### config.mk
export PLATFORM = sky130hd
export DESIGN_NAME = bit_counter
export DESIGN_NICKNAME = d
export VERILOG_FILES = /design/src/rtl/bit_counter.sv
export SDC_FILE = /design/constraint.sdc
export NUM_CORES = 1
export LEC_CHECK = 0
export BUFFER_PORTS_ARGS = -buffer_cell sky130_fd_sc_hd__buf_2
export CAP_MARGIN = 20
export CORE_MARGIN = 2
export CORE_UTILIZATION = 52
export CTS_CLUSTER_DIAMETER = 120
export DETAILED_ROUTE_END_ITERATION = 10
export GPL_TIMING_DRIVEN = 0
export PLACE_DENSITY_LB_ADDON = 0.15
export SLEW_MARGIN = 30
export SYNTH_ARGS = -nofsm -noshare
export SYNTH_HDL_FRONTEND = slang
export SYNTH_SLANG_ARGS = --single-unit
export TNS_END_PERCENT = 30
### constraint.sdc
create_clock -name Clock -period 2.1 [get_ports Clock]
set_clock_uncertainty 0.15 [all_clocks]
set_input_delay 0.21 -clock Clock [delete_from_list [all_inputs] [get_ports Clock]]
set_output_delay 0.21 -clock Clock [all_outputs]
set_load 0.01 [all_outputs]
### src/rtl/bit_counter.sv
// Sequential ones-counter: captures an operand while idle, then counts its 1 bits
// by repeated right shift, presenting the count with a level done handshake.
module bit_counter #(
  parameter int unsigned N = 8,
  parameter int unsigned W = $clog2(N + 1)
) (
  input  logic         Clock,
  input  logic         Resetn,
  input  logic [N-1:0] A,
  input  logic         s,
  output logic [W-1:0] result,
  output logic         done
);

  typedef enum logic [1:0] {
    S_IDLE  = 2'd0,
    S_COUNT = 2'd1,
    S_DONE  = 2'd2
  } state_t;

  state_t         r_state;
  state_t         w_state_nxt;
  logic [N-1:0]   r_a;
  logic [N-1:0]   w_a_nxt;
  logic [W-1:0]   r_result;
  logic [W-1:0]   w_result_nxt;
  logic           r_done;

  // State register
  always_ff @(posedge Clock or negedge Resetn) begin
    if (!Resetn) begin
      r_state <= S_IDLE;
    end else begin
      r_state <= w_state_nxt;
    end
  end

  // Next-state and datapath next values; S_DONE release reloads the operand on the same edge
  always_comb begin
    w_state_nxt  = r_state;
    w_a_nxt      = r_a;
    w_result_nxt = r_result;
    case (r_state)
      S_IDLE: begin
        if (s) begin
          w_state_nxt = S_COUNT;
        end else begin
          w_a_nxt      = A;
          w_result_nxt = '0;
        end
      end
      S_COUNT: begin
        if (r_a != '0) begin
          w_a_nxt      = r_a >> 1;
          w_result_nxt = r_result + W'(r_a[0]);
        end else begin
          w_state_nxt = S_DONE;
        end
      end
      S_DONE: begin
        if (!s) begin
          w_state_nxt  = S_IDLE;
          w_a_nxt      = A;
          w_result_nxt = '0;
        end
      end
      default: begin
        w_state_nxt = S_IDLE;
      end
    endcase
  end

  // Datapath registers; done is registered from the next state so it equals state == S_DONE
  always_ff @(posedge Clock or negedge Resetn) begin
    if (!Resetn) begin
      r_a      <= '0;
      r_result <= '0;
      r_done   <= 1'b0;
    end else begin
      r_a      <= w_a_nxt;
      r_result <= w_result_nxt;
      r_done   <= (w_state_nxt == S_DONE);
    end
  end

  assign result = r_result;
  assign done   = r_done;

endmodule

Yosys cells after proc, flatten, opt, wreduce, memory -nomap -nowiden
Index checks and enable logic that the tools add are counted.
- flip-flop bits (word level): 15
- $add $sub $neg: 1
- reductions and logical operators: 5
- mux-type cells: 10
- eq/ne operators: 5
- operators with widths (cell ; count):
    two-way mux 8 bit ; 2
    case mux 8 bit (2 select lines) ; 1
    two-way mux 4 bit ; 2
    case mux 4 bit (2 select lines) ; 1
    nonzero test 8 bit ; 1
    two-way mux 2 bit ; 3
    case mux 2 bit (3 select lines) ; 1
    adder 4 x 1 -> 4 bit ; 1
    equality test 2 bit, second input constant ; 2
    != test 2 bit, second input constant ; 2
    AND reduction 3 bit ; 1
    equality test 2 x 1 -> 1 bit, second input constant ; 1
    zero test 2 bit ; 1
    nonzero test 2 bit ; 1
    OR reduction 2 bit ; 1

Longest topological paths before layout
Gate-level depths: netlist of the first run.
- word-level depth: 4
- gate-level depth with buffers: 5
- mapped depth without buffers: 5

Worst setup path before layout of the first run
OpenSTA, ideal clock, no wires.
- path kind: register -> register
- start point: register r_a[0]
- end point: register r_result[3] (netlist: result[3])
- setup slack: 516 ps
- library setup time: 79 ps
- arrival: 1355 ps
- period minus slack after synthesis: 1584 ps
- required time: 1871 ps
- cell stages (with the launch flop): 4
- cells stage by stage: dfrtp_1 -> or4_1 -> o211ai_2 -> mux2i_1
- word-level cells in the longest chain between the ends: 3
- RTL lines (element ; line ; text):
    from (decl) ; 23 ; logic [N-1:0] r_a;
    from (signal assigned) ; 80 ; r_a <= w_a_nxt;
    adder 4 x 1 -> 4 bit or nonzero test 8 bit (tied branches) ; 55, 53 ;
    two-way mux 4 bit or != test 2 bit (tied branches) ; - ;
    case mux 4 bit (2 select lines) or AND reduction 3 bit (tied branches) ; - ;
    to (signal assigned) ; 81 ; r_result <= w_result_nxt;
    to (decl) ; 25 ; logic [W-1:0] r_result;
Several ways; a longest one is shown, not always the timed one. The select of a mux whose other input is x is not followed.
A chain may end at the register's enable or synchronous reset.

Worst setup path after layout of the first run
- start point: register r_a[4]
- end point: register r_result[0] (netlist: result[0])
- word-level cells in the longest chain between the ends: 3
- RTL lines (element ; line ; text):
    nonzero test 8 bit ; 53 ; if (r_a != '0) begin
    != test 2 bit (no source line) ; - ;
    AND reduction 3 bit (no source line) ; - ;
Every way passes these cells.

==> out/metrics.cfg, run 1 <==
[status]
outcome = finished, final reports clean

[clock_network]
clk_pin_slew_ps = 90
cts_hold_buf = 1
insertion_delay_ps = 280
clockBufferDepth = 2
numCtsBuffers = 3
root_buffer = clkbuf_4
post_cts_buffers = 0
clock_sinks = 15
htree_levels = 1
ctsResizeCount = 0
cts_tree = done

[grt]
grt_max_degree = 16
top_usage_layer = met2
groute.layer.met1.usage_pct = 28.2
track_usage_pct = 20.4
overflow = 0
antenna_found_initial = 0
grt_pass1_vias = 617
grt_util_met3_pct = 4.90
use_met2_pct = 30.3
grt_pass1_wl_um = 2830

[critical_path]
critPathArrivalTime_ps = 1790
rr_worst_depth = 4
required_ps = 2160
start_kind = flop
path_class = flop to flop
path_max_fanout = 10
ff2ff_setup_slack_ps = 370
rr_endpoint = result[0]
cp-end-kind = flop
r2r-start = r_a[4]

[place]
place_worst_setup_slack_ps = 396
dp_hpwl_um = 1150
port_buffers = 15
place.gp.congestion = 0.766
dp.cells = 108
dpl_cell_area_sq_um = 932

[timing]
finalMaxSlewViolations = 0
holdWs_ps = 39.9
setup_ws_ps = 367
period_minus_slack_ps = 1730
hold_viol = 0
slew_headroom_pct = 58.3
max_freq_mhz = 577
fin_crit_sh_pct = 82.5
fin_tns_setup_ps = 0
worst_slew_pin_slew_ps = 624
setup_viol = 0
rsz0062_at_grt = no

[power_and_ir_drop]
power_switching_mw = 0.637
p_leak_nw = 0.444
share_comb_of_total_power_pct = 50.8
p_per_area_nw_per_um2 = 1530
ir_worst_vdd_mv = 0.903
p_int_mw = 0.845
swShare_pct = 43.0
p_seq_share_pct = 38.1
clkPwrFrac_pct = 11.1
fin_total_pwr_mw = 1.48

[hold_path]
hold_path_depth = 3
min_to = r_a[5]
min-delay-start = A[5]
min_path_type = primary input to flop

[detailed_routing]
wl_per_cell_um = 14.7
final_antenna_net_count = 0
firstDrtPassIters = 4
drcViolationCount = 0
routed_via_density = 5.96
routed_wl_um = 1670
drt-initial-drc-count = 10
num_vias = 674

[synthesis]
yosys.area.top_type = dfrtp_1
synth_common_cells = dfrtp_1 (15), nor2_1 (15), a211oi_1 (8), a2111oi_0 (7), nand2_1 (5)
syn_inst = 77
async_flop_share_pct = 100
syn-num-nets = 90
synth.distinct_cells = 23
synthFlopType = dfrtp_1
ys_ff_latch = 15
synth-edff-count = 0
avgSynthCellArea_sq_um = 10.9
yosysSeqAreaShare_pct = 44.8
synth_area_leaders = dfrtp_1 (45%), nor4_4 (7.6%), a2111oi_0 (7.3%)
synth_warnings = 0
synth_area_sq_um = 837
yosysTopAreaCellShare_pct = 44.8

[floorplanning]
num_rows = 14
die_h_um = 44.1
io_pins = 16
die_x_um = 44.1
core_area_sq_um = 1510
initial_core_util_pct = 55.6
dieArea_sq_um = 1950

[layout]
nets = 111
syn2layout_area_growth_pct = 15.7
diodes = 0
final_cell_area_sq_um = 968
final_core_util_pct = 64.3
finalNonFillerCells = 113
drive_gt1_share_pct = 28.9

[run]
max-cap-violations = 0

==> registers in the layout, indices dropped and copies added, names as in the netlist <==
signal / count
done: 1
result: 4
r_state: 2
r_a: 8
==> power groups by stage <==
stage / logic, mW / registers [mW] / clock network, mW
6_report: 0.753 / 0.565 / 0.164
5_1_grt: 0.850 / 0.587 / 0.179
4_1_cts: 0.756 / 0.565 / 0.167
3_5_place_dp: 0.744 / 0.570 / 0
3_3_place_gp: 0.737 / 0.566 / 0
2_1_floorplan: 0.566 / 0.564 / 0
==> layer usage <==
metal	vias to the layer above	wire length (um)	share of wire, %
li1	338	-	-
met1	321	831	50
met2	12	749	45
met3	3	61	3.7
met4	0	23	1.4
met5	-	0	0
==> critical path: stages (launching register included) <==
cell and delay, ps:
dfrtp_1 450, nor4_4 510, a211o_1 210, buf_6 150, mux2i_1 180
==> worst max-delay path by stage <==
stage          slack (ps)  cells after the start  startpoint        end
2_1_floorplan         520                      3      r_a[0]  result[3]
3_3_place_gp          400                      4      r_a[4]  result[0]
3_5_place_dp          400                      4      r_a[4]  result[1]
4_1_cts               380                      4      r_a[4]  result[1]
5_1_grt               260                      4      r_a[4]  result[1]
6_report              370                      4      r_a[4]  result[0]
==> cell type report <==
class / instances / area [sq um]
Timing Repair Buffer: 16 / 85.1
Tap cell: 16 / 20.0
Inverter: 3 / 11.3
Sequential cell: 15 / 375
Fill cell: 125 / 538
Clock buffer: 4 / 26.3
Buffer: 4 / 27.5
Multi-Input combinational cell: 55 / 423
==> cell usage in the layout (no fill, tap or decap), drive strengths merged, types with 3 or more instances in the layout <==
| cell type | synthesis | final |
|---|---|---|
| a2111oi | 7 | 7 |
| a211oi | 8 | 8 |
| a31o | 3 | 3 |
| buf | 3 | 18 |
| clkbuf | 1 | 5 |
| dfrtp | 15 | 15 |
| inv | 3 | 3 |
| mux2i | 4 | 4 |
| nand2 | 5 | 5 |
| nor2 | 15 | 15 |
| nor4 | 3 | 3 |
==> cell families after synthesis <==
group | synth area share [%]
AND/OR/NAND/NOR | 21.5
flip-flops | 44.8
adder cells (fa/ha/maj) | 2.99
buffers and inverters | 4.63
multiplexers | 4.78
AO/OA/AOI/OAI | 21.2
(Power assumes the default switching activity.)
==> run 2: changes to the inputs <==
- clock period: 2.1 -> 1.8 ns (I/O delays scaled with it)
==> out/metrics.cfg, run 2 (synthesis results as in run 1) <==
[clock_network]
root_buffer = clkbuf_4
cts_tree = done
numCtsBuffers = 3
clk_pin_slew_ps = 80
insertion_delay_ps = 280
clock_sinks = 15
htree_levels = 1
ctsResizeCount = 0
clockBufferDepth = 2

[floorplanning]
num_rows = 14
die_h_um = 44.1
io_pins = 16
die_x_um = 44.1
dieArea_sq_um = 1950
core_area_sq_um = 1510
initial_core_util_pct = 55.6

[critical_path]
cp-end-kind = flop
cpMaxStageDelayCell = or4_1
critPathArrivalTime_ps = 1760
slowest_delay_ps = 640
start_kind = flop
required_ps = 1860
crit_chain = or4_1 > o211ai_2 > mux2i_1
path_max_fanout = 4
path_class = flop to flop

[status]
outcome = finished, final reports clean

[detailed_routing]
firstDrtPassIters = 4
drcViolationCount = 0
routed_via_density = 6.04
drt-initial-drc-count = 7
wl_per_cell_um = 14.9
routed_wl_um = 1750
num_vias = 707
final_antenna_net_count = 0

[timing]
worst_slew_pin_slew_ps = 638
hold_viol = 0
setup_viol = 0
fin_tns_setup_ps = 0
rsz0062_at_grt = no
holdWs_ps = 14.7
period_minus_slack_ps = 1710
fin_crit_sh_pct = 94.7
slew_headroom_pct = 57.3
max_freq_mhz = 586
finalMaxSlewViolations = 0

[power_and_ir_drop]
p_per_area_nw_per_um2 = 1800
fin_total_pwr_mw = 1.80
ir_worst_vdd_mv = 1.11
p_leak_nw = 0.465

[layout]
diodes = 0
drive_gt1_share_pct = 31.7
finalNonFillerCells = 117
largest_reg_flops = 8
top_register = r_a
nets = 115
final_common_cell = buf_2
final_cell_area_sq_um = 998
syn2layout_area_growth_pct = 19.3
layout_common_cells = buf_2 (16), nor2_1 (15), dfrtp_1 (15)

[grt]
grt_pass1_vias = 617
grt_pass1_wl_um = 2830
grt_max_degree = 16
antenna_found_initial = 0
overflow = 0
track_usage_pct = 20.4

[run]
max-cap-violations = 0

[place]
dpl_cell_area_sq_um = 932
place.gp.congestion = 0.766
dp.cells = 108
port_buffers = 15
dp_hpwl_um = 1150

[hold_path]
min_path_type = primary input to flop

-- run 2: changes by cell type in the layout (fill, tap and decap cells not counted) --
cell	previous run	this run
buf_4	1	5
-- run 2: what timing repair did --
action | CTS | global route
hold endpoints to repair | 15 | 0
hold buffers | 1 | 0
buffers inserted | 0 | 4
setup endpoints to repair | 0 | 4
-- run 2: area by class of cell --
type | count | area (sq um)
Tap cell | 16 | 20.0
Clock buffer | 4 | 26.3
Sequential cell | 15 | 375
Timing Repair Buffer | 20 | 115
Buffer | 4 | 27.5
Multi-Input combinational cell | 55 | 423
Inverter | 3 | 11.3
Fill cell | 121 | 508
-- run 2: report_power, final --
part / switching [mW] / total [mW] / internal, mW
Clock: 0.103 / 0.189 / 0.0861
Sequential: 0.174 / 0.663 / 0.488
Combinational: 0.487 / 0.943 / 0.457
Total: 0.764 / 1.80 / 1.03
-- run 2: final timing paths --
path / from / endpoint / slack [ps] / cells after the start
hold reg to reg: result[3] / result[3] / 330 / 1
min in group asynchronous: Resetn / r_a[1] / 170 / 2
setup / recovery: r_a[0] / result[3] / 90 / 3
hold / removal: A[5] / r_a[5] / 10 / 3
max in group asynchronous: Resetn / r_a[0] / 1080 / 2
setup reg to reg: r_a[0] / result[3] / 90 / 3
-- run 2: critical path: cells and delay by family, from the launching register on --
family	cells	cell delay, ps
compound gates	1	190
flops	1	450
simple gates	1	640
mux	1	200
-- run 2: metrics by stage --
stage | utilization (%) | setup slack, ps
floorplan | - | 216
global placement | 61.9 | 103
detailed placement | 61.9 | 96.1
CTS | 64.3 | 76.0
global route | 66.3 | 20.3
finish | 66.3 | 94.7
-- run 2: metal layers --
| layer | global-route usage (%) | vias up | wire, um |
|---|---|---|---|
| li1 | - | 347 | - |
| met1 | 28.2 | 339 | 832 |
| met2 | 30.3 | 19 | 817 |
| met3 | 4.90 | 2 | 78 |
| met4 | 9.09 | 0 | 17 |
| met5 | 0 | - | 0 |
